[config.mk]
export PLATFORM = sky130hd
export DESIGN_NAME = lift_seq_ctrl_flat
export DESIGN_NICKNAME = d
export VERILOG_FILES = /design/src/rtl/lift_pkg.sv /design/src/rtl/lift_seq_ctrl_if.sv /design/src/rtl/lift_valid_pipe.sv /design/src/rtl/lift_seq_ctrl.sv /design/src/flat_wrapper.sv
export SDC_FILE = /design/constraint.sdc
export NUM_CORES = 1
export LEC_CHECK = 0
export CORE_MARGIN = 2
export CORE_UTILIZATION = 52
export CTS_BUF_LIST = sky130_fd_sc_hd__clkbuf_4 sky130_fd_sc_hd__clkbuf_8
export DETAILED_ROUTE_END_ITERATION = 10
export GPL_TIMING_DRIVEN = 0
export PLACE_DENSITY = 0.81
export SLEW_MARGIN = 10
export SYNTH_ARGS = -nofsm -noshare
export SYNTH_HDL_FRONTEND = slang
export SYNTH_SLANG_ARGS = --single-unit
[constraint.sdc]
create_clock -name clk -period 2.25 [get_ports clk]
set_input_delay 0.3375 -clock clk [delete_from_list [all_inputs] [get_ports clk]]
set_output_delay 0.3375 -clock clk [all_outputs]
set_load 0.03 [all_outputs]
[src/rtl/lift_pkg.sv]
// Shared types and constants for the lifting-wavelet squash sequencer and datapath.
package lift_pkg;

    typedef enum logic [1:0] {
        ST_IDLE  = 2'd0,
        ST_FETCH = 2'd1,
        ST_DRAIN = 2'd2,
        ST_DONE  = 2'd3
    } lift_state_e;

    localparam int unsigned DEF_ADDR_W   = 6;
    localparam int unsigned DEF_LINE_LEN = 64;
    localparam int unsigned DEF_H_LAT    = 4;
    localparam int unsigned DEF_L_LAT    = 6;

    // H = odd - (even >> H_SHIFT); L = even + (H >> L_SHIFT)
    localparam int unsigned H_SHIFT = 1;
    localparam int unsigned L_SHIFT = 2;

endpackage

[src/rtl/lift_seq_ctrl_if.sv]
// Control/status bundle between the line sequencer (master) and frame control plus datapath (slave).
interface lift_seq_ctrl_if
    import lift_pkg::*;
#(
    parameter int unsigned ADDR_W = DEF_ADDR_W
);
    logic              start;
    logic              out_ready;
    logic [ADDR_W-1:0] rom_addr;
    logic              phase;
    logic              pipe_en;
    logic              h_valid;
    logic              l_valid;
    logic [ADDR_W-2:0] h_idx;
    logic [ADDR_W-2:0] l_idx;
    logic              busy;
    logic              done;

    modport master (
        input  start, out_ready,
        output rom_addr, phase, pipe_en, h_valid, l_valid, h_idx, l_idx, busy, done
    );

    modport slave (
        output start, out_ready,
        input  rom_addr, phase, pipe_en, h_valid, l_valid, h_idx, l_idx, busy, done
    );
endinterface

[src/rtl/lift_valid_pipe.sv]
// Enable-gated valid delay line tracking datapath latency; taps give H and L coefficient valid.
module lift_valid_pipe
    import lift_pkg::*;
#(
    parameter int unsigned H_LAT = DEF_H_LAT,
    parameter int unsigned L_LAT = DEF_L_LAT
) (
    input  logic clk,
    input  logic rst,
    input  logic i_en,
    input  logic i_bit,
    output logic o_h_valid,
    output logic o_l_valid
);
    logic [L_LAT-1:0] r_sr;

    // Stage k (1-based) holds the issue bit after k enabled cycles.
    always_ff @(posedge clk or posedge rst) begin
        if (rst) begin
            r_sr <= '0;
        end else if (i_en) begin
            r_sr <= {r_sr[L_LAT-2:0], i_bit};
        end
    end

    assign o_h_valid = r_sr[H_LAT-1];
    assign o_l_valid = r_sr[L_LAT-1];

endmodule

[src/rtl/lift_seq_ctrl.sv]
// Line sequencer for the lifting-wavelet datapath: ROM addressing, back-pressure gating,
// coefficient valid/index tracking and busy/done handshake.
module lift_seq_ctrl
    import lift_pkg::*;
#(
    parameter int unsigned ADDR_W   = DEF_ADDR_W,
    parameter int unsigned LINE_LEN = DEF_LINE_LEN,
    parameter int unsigned H_LAT    = DEF_H_LAT,
    parameter int unsigned L_LAT    = DEF_L_LAT
) (
    input  logic            clk,
    input  logic            rst,
    lift_seq_ctrl_if.master bus
);
    localparam int unsigned       IDX_W     = ADDR_W - 1;
    localparam logic [ADDR_W-1:0] LAST_ADDR = ADDR_W'(LINE_LEN - 1);
    localparam logic [IDX_W-1:0]  LAST_IDX  = IDX_W'(LINE_LEN / 2 - 1);

    lift_state_e       r_state;
    logic [ADDR_W-1:0] r_rom_addr;
    logic [IDX_W-1:0]  r_h_idx;
    logic [IDX_W-1:0]  r_l_idx;

    logic w_busy;
    logic w_pipe_en;
    logic w_issue;
    logic w_h_valid;
    logic w_l_valid;
    logic w_h_xfer;
    logic w_l_xfer;

    assign w_busy    = (r_state == ST_FETCH) || (r_state == ST_DRAIN);
    assign w_pipe_en = w_busy & bus.out_ready;
    assign w_issue   = (r_state == ST_FETCH) & r_rom_addr[0] & w_pipe_en;
    assign w_h_xfer  = w_h_valid & w_pipe_en;
    assign w_l_xfer  = w_l_valid & w_pipe_en;

    lift_valid_pipe #(
        .H_LAT (H_LAT),
        .L_LAT (L_LAT)
    ) u_valid_pipe (
        .clk       (clk),
        .rst       (rst),
        .i_en      (w_pipe_en),
        .i_bit     (w_issue),
        .o_h_valid (w_h_valid),
        .o_l_valid (w_l_valid)
    );

    // Line FSM and ROM address; everything holds while downstream stalls.
    always_ff @(posedge clk or posedge rst) begin
        if (rst) begin
            r_state    <= ST_IDLE;
            r_rom_addr <= '0;
        end else begin
            case (r_state)
                ST_IDLE: begin
                    r_rom_addr <= '0;
                    if (bus.start) begin
                        r_state <= ST_FETCH;
                    end
                end
                ST_FETCH: begin
                    if (w_pipe_en) begin
                        if (r_rom_addr == LAST_ADDR) begin
                            r_state    <= ST_DRAIN;
                            r_rom_addr <= '0;
                        end else begin
                            r_rom_addr <= r_rom_addr + ADDR_W'(1);
                        end
                    end
                end
                ST_DRAIN: begin
                    if (w_l_xfer && (r_l_idx == LAST_IDX)) begin
                        r_state <= ST_DONE;
                    end
                end
                ST_DONE: begin
                    r_state <= ST_IDLE;
                end
                default: begin
                    r_state    <= ST_IDLE;
                    r_rom_addr <= '0;
                end
            endcase
        end
    end

    // Coefficient indices advance per transfer and wrap at the half-line boundary.
    always_ff @(posedge clk or posedge rst) begin
        if (rst) begin
            r_h_idx <= '0;
            r_l_idx <= '0;
        end else begin
            if (w_h_xfer) begin
                r_h_idx <= (r_h_idx == LAST_IDX) ? '0 : r_h_idx + IDX_W'(1);
            end
            if (w_l_xfer) begin
                r_l_idx <= (r_l_idx == LAST_IDX) ? '0 : r_l_idx + IDX_W'(1);
            end
        end
    end

    assign bus.rom_addr = r_rom_addr;
    assign bus.phase    = r_rom_addr[0];
    assign bus.pipe_en  = w_pipe_en;
    assign bus.h_valid  = w_h_valid;
    assign bus.l_valid  = w_l_valid;
    assign bus.h_idx    = r_h_idx;
    assign bus.l_idx    = r_l_idx;
    assign bus.busy     = w_busy;
    assign bus.done     = (r_state == ST_DONE);

endmodule

[src/flat_wrapper.sv]
// flat-port wrapper written by rule: the top's interface ports become plain ports
module lift_seq_ctrl_flat import lift_pkg::*;
#(
    parameter int unsigned ADDR_W   = DEF_ADDR_W,
    parameter int unsigned LINE_LEN = DEF_LINE_LEN,
    parameter int unsigned H_LAT    = DEF_H_LAT,
    parameter int unsigned L_LAT    = DEF_L_LAT
)
  (clk, rst, bus_start, bus_out_ready, bus_rom_addr, bus_phase, bus_pipe_en, bus_h_valid, bus_l_valid, bus_h_idx, bus_l_idx, bus_busy, bus_done);
  lift_seq_ctrl_if #(.ADDR_W(ADDR_W)) bus_i ();
  input  logic clk;
  input  logic rst;
  input wire logic [$bits(bus_i.start)-1:0] bus_start;
  input wire logic [$bits(bus_i.out_ready)-1:0] bus_out_ready;
  output wire logic [$bits(bus_i.rom_addr)-1:0] bus_rom_addr;
  output wire logic [$bits(bus_i.phase)-1:0] bus_phase;
  output wire logic [$bits(bus_i.pipe_en)-1:0] bus_pipe_en;
  output wire logic [$bits(bus_i.h_valid)-1:0] bus_h_valid;
  output wire logic [$bits(bus_i.l_valid)-1:0] bus_l_valid;
  output wire logic [$bits(bus_i.h_idx)-1:0] bus_h_idx;
  output wire logic [$bits(bus_i.l_idx)-1:0] bus_l_idx;
  output wire logic [$bits(bus_i.busy)-1:0] bus_busy;
  output wire logic [$bits(bus_i.done)-1:0] bus_done;
  assign bus_i.start = bus_start;
  assign bus_i.out_ready = bus_out_ready;
  assign bus_rom_addr = bus_i.rom_addr;
  assign bus_phase = bus_i.phase;
  assign bus_pipe_en = bus_i.pipe_en;
  assign bus_h_valid = bus_i.h_valid;
  assign bus_l_valid = bus_i.l_valid;
  assign bus_h_idx = bus_i.h_idx;
  assign bus_l_idx = bus_i.l_idx;
  assign bus_busy = bus_i.busy;
  assign bus_done = bus_i.done;
  lift_seq_ctrl #(.ADDR_W(ADDR_W), .LINE_LEN(LINE_LEN), .H_LAT(H_LAT), .L_LAT(L_LAT)) u_core (.clk(clk), .rst(rst), .bus(bus_i));
endmodule
==> impl_metrics.env <==
export IMPL_buffer_ports_inserted=25
export IMPL_critical_path_max_stage_delay_ps=430
export IMPL_setup_violations=0
export IMPL_p_leak_nw=0.720
export IMPL_timing_hold_ws_ps=489
export IMPL_drive_gt1_share_pct=16.3
export IMPL_multi_input_area_um2=608
export IMPL_status="completed"
export IMPL_synthAdderAreaFrac_pct=10.1
export IMPL_cp_max_fo=10
export IMPL_routabilityCongestion=0.791
export IMPL_setup_tns_ps=0
export IMPL_place_inst=171
export IMPL_async_reset_ff_share_pct=100
export IMPL_synth_cell_types=29
export IMPL_yosys_warnings=0
export IMPL_cts_sinks=24
export IMPL_grt_max_degree=25
export IMPL_cap_violations=0
export IMPL_wire_per_inst_um=13.6
export IMPL_placementRows=17
export IMPL_track_usage_pct=20.8
export IMPL_maxSlewViolCount=0
export IMPL_tightest_slew_ps=881
export IMPL_grt_pass1_wl_mm=4.22
export IMPL_crit_path_start="u_core.r_state[0]"
export IMPL_cp_data_arrival_time_ps=1770
export IMPL_synth_top_area_share_pct=48.2
export IMPL_cts_tree="yes"
export IMPL_crit_chain="inv_2 > ha_2 > nand2_1 > buf_6 > clkinvlp_4 > clkbuf_4"
export IMPL_synth_commonest_cells="dfrtp_1, nand2_1, ha_1, mux2_2, o21ai_0"
export IMPL_finalWorstSetupSlack_ps=140
export IMPL_initial_core_util_pct=55.7
export IMPL_nNetsFinal=163
export IMPL_fmax_ghz=0.474
export IMPL_cp_required_ps=1910
export IMPL_ios=26
export IMPL_synth_compound_area_share_pct=14.1
export IMPL_ir_drop_v=0.000861
export IMPL_clk_pin_slew_ps=120
export IMPL_synthMuxAreaShare_pct=9.85
export IMPL_die_x_um=52.9
export IMPL_grt_ovfl_total=0
export IMPL_stdcell_count=175
export IMPL_cts_buffer_depth=2
export IMPL_rr_startpoint="u_core.r_state[0]"
export IMPL_first_global_vias=969
export IMPL_dominantRegCellSynth="dfrtp_1"
export IMPL_synth_top_family_by_area="simple AND/OR/NAND/NOR gates"
export IMPL_min_path_type="in2async"
export IMPL_synth_most_common_cell="dfrtp_1"
export IMPL_pre_cts_slack_ps=-118
export IMPL_period_minus_slack_ps=2110
export IMPL_endpoint_kind="primary output"
export IMPL_ys_seq_elements=24
export IMPL_reg2reg_to="u_core.bus.rom_addr[3]"
export IMPL_ant_nets=0
export IMPL_ff2ff_path_depth=6
export IMPL_period_share_pct=93.8
export IMPL_crit_type="reg2out"
export IMPL_die_h_um=52.9
export IMPL_synth_area_leaders="dfrtp_1, ha_1, mux2_2, nand2_1, o21ai_0"
export IMPL_remaining_drc_errors=0
export IMPL_htreeDepth=1
export IMPL_slew_headroom_pct=41.2
export IMPL_syn_area_per_cell_um2=10.6
export IMPL_synth_area_um2=1240
export IMPL_finalWirelength_mm=2.38
export IMPL_cp_start_kind="flop"
export IMPL_die_area_um2=2800
export IMPL_crit_end="bus_pipe_en"
export IMPL_synthCells=118
export IMPL_clk_latency_ps=310
export IMPL_power_mw=2.07
export IMPL_fill_cells=172
export IMPL_synth_net_count=132
export IMPL_rsz0062_at_grt="false"
export IMPL_slowest_stage="dfrtp_1"
export IMPL_synthSimpleGateAreaFrac_pct=14.7
export IMPL_diodes=0
export IMPL_vias_per_cell=5.56
export IMPL_dpl_hpwl_mm=1.77
export IMPL_pwr_density_cell_nw_per_um2=1320
export IMPL_vias=973
export IMPL_cts_inserted_buffers=3
export IMPL_register_area_um2=601
export IMPL_area_growth_pct=25.5
export IMPL_coreArea_um2=2230
export IMPL_ys_seq_area_share_pct=48.2
export IMPL_drt_pass1_iter_count=4
export IMPL_synth_edf_count=0
export IMPL_skew_ps=4.98
export IMPL_synthXorXnorAreaFrac_pct=0
export IMPL_drtIter0Drc=18
export IMPL_antenna_found_initial=0
export IMPL_root_buffer="clkbuf_4"
export IMPL_rrSetupSlack_ps=490
export IMPL_synth_top_cell_by_area="dfrtp_1"
export IMPL_finalHoldViolations=0
==> critical path: cells and delay by family (launching register included) <==
| kind | cells | cell delay (ps) |
|---|---|---|
| adder cells (fa/ha/maj) | 1 | 320 |
| flip-flops | 1 | 430 |
| buffers and inverters | 4 | 610 |
| AND/OR/NAND/NOR | 1 | 110 |
==> layer usage <==
metal  GRT usage [%]  vias up  wire length (um)
li1                -      483                 -
met1            27.9      469              1130
met2            33.1       17              1130
met3            3.67        4                90
met4            8.97        0                36
met5               0        -                 0
==> cells by family after synthesis <==
logic type	Yosys count
muxes	11
DFF	24
and+or+nand+nor	40
AOI/OAI and AO/OA	26
adders and majority gates	10
buffers and inverters	7
==> flip-flops by register name (all words and copies together), names as in the netlist <==
register,count
u_core.u_valid_pipe.r_sr,6
u_core.r_state,2
u_core.bus.h_idx,5
u_core.bus.rom_addr,6
u_core.bus.l_idx,5
==> worst min path at each step <==
stage / from / endpoint / slack, ps / cells past startpoint
after floorplan: rst / u_core.bus.h_idx[0] / 350 / 1
after global placement: u_core.u_valid_pipe.r_sr[4] / u_core.u_valid_pipe.r_sr[4] / 450 / 2
after detailed placement: u_core.u_valid_pipe.r_sr[4] / u_core.u_valid_pipe.r_sr[4] / 460 / 2
after CTS: u_core.u_valid_pipe.r_sr[4] / u_core.u_valid_pipe.r_sr[4] / 490 / 2
after global routing: u_core.u_valid_pipe.r_sr[4] / u_core.u_valid_pipe.r_sr[4] / 530 / 2
final: rst / u_core.bus.h_idx[0] / 490 / 2
==> cell type report <==
cell class | instances | area share, %
clock buffers | 3 | 1.44
multi-input cells | 87 | 38.9
flip-flops and latches | 24 | 38.4
repair buffers | 26 | 16.3
inverters | 4 | 1.20
plain buffers | 3 | 1.52
well taps | 28 | 2.24
==> stage by stage <==
| step | utilization [%] | instance area, um2 |
|---|---|---|
| floorplan | - | 1240 |
| global placement | 68.5 | 1530 |
| detailed placement | 68.5 | 1530 |
| CTS | 69.2 | 1550 |
| global route | 70.0 | 1560 |
| finish | 70.0 | 1560 |
==> timing repair <==
item                                    4_1_cts  5_1_grt
setup buffers                                 0        1
resized for setup                             6        4
endpoints found under the hold margin         0        0
hold buffers                                  0        0
endpoints found under the setup margin        2        1
==> layout by cell type, fill, tap and decap left out, types with 3 or more instances in the layout <==
cell,count
mux2_2,10
ha_1,9
nor2_1,7
nand2_1,16
nand3_1,9
a21oi_1,3
dfrtp_1,24
clkdlybuf4s50_1,23
o21ai_0,10
clkbuf_4,4
==> power breakdown <==
part           internal (mW)  switching, mW
clock network         0.0627          0.123
logic                  0.513          0.675
registers              0.568          0.129
total                   1.14          0.926
Power figures use the tool's default switching activity.
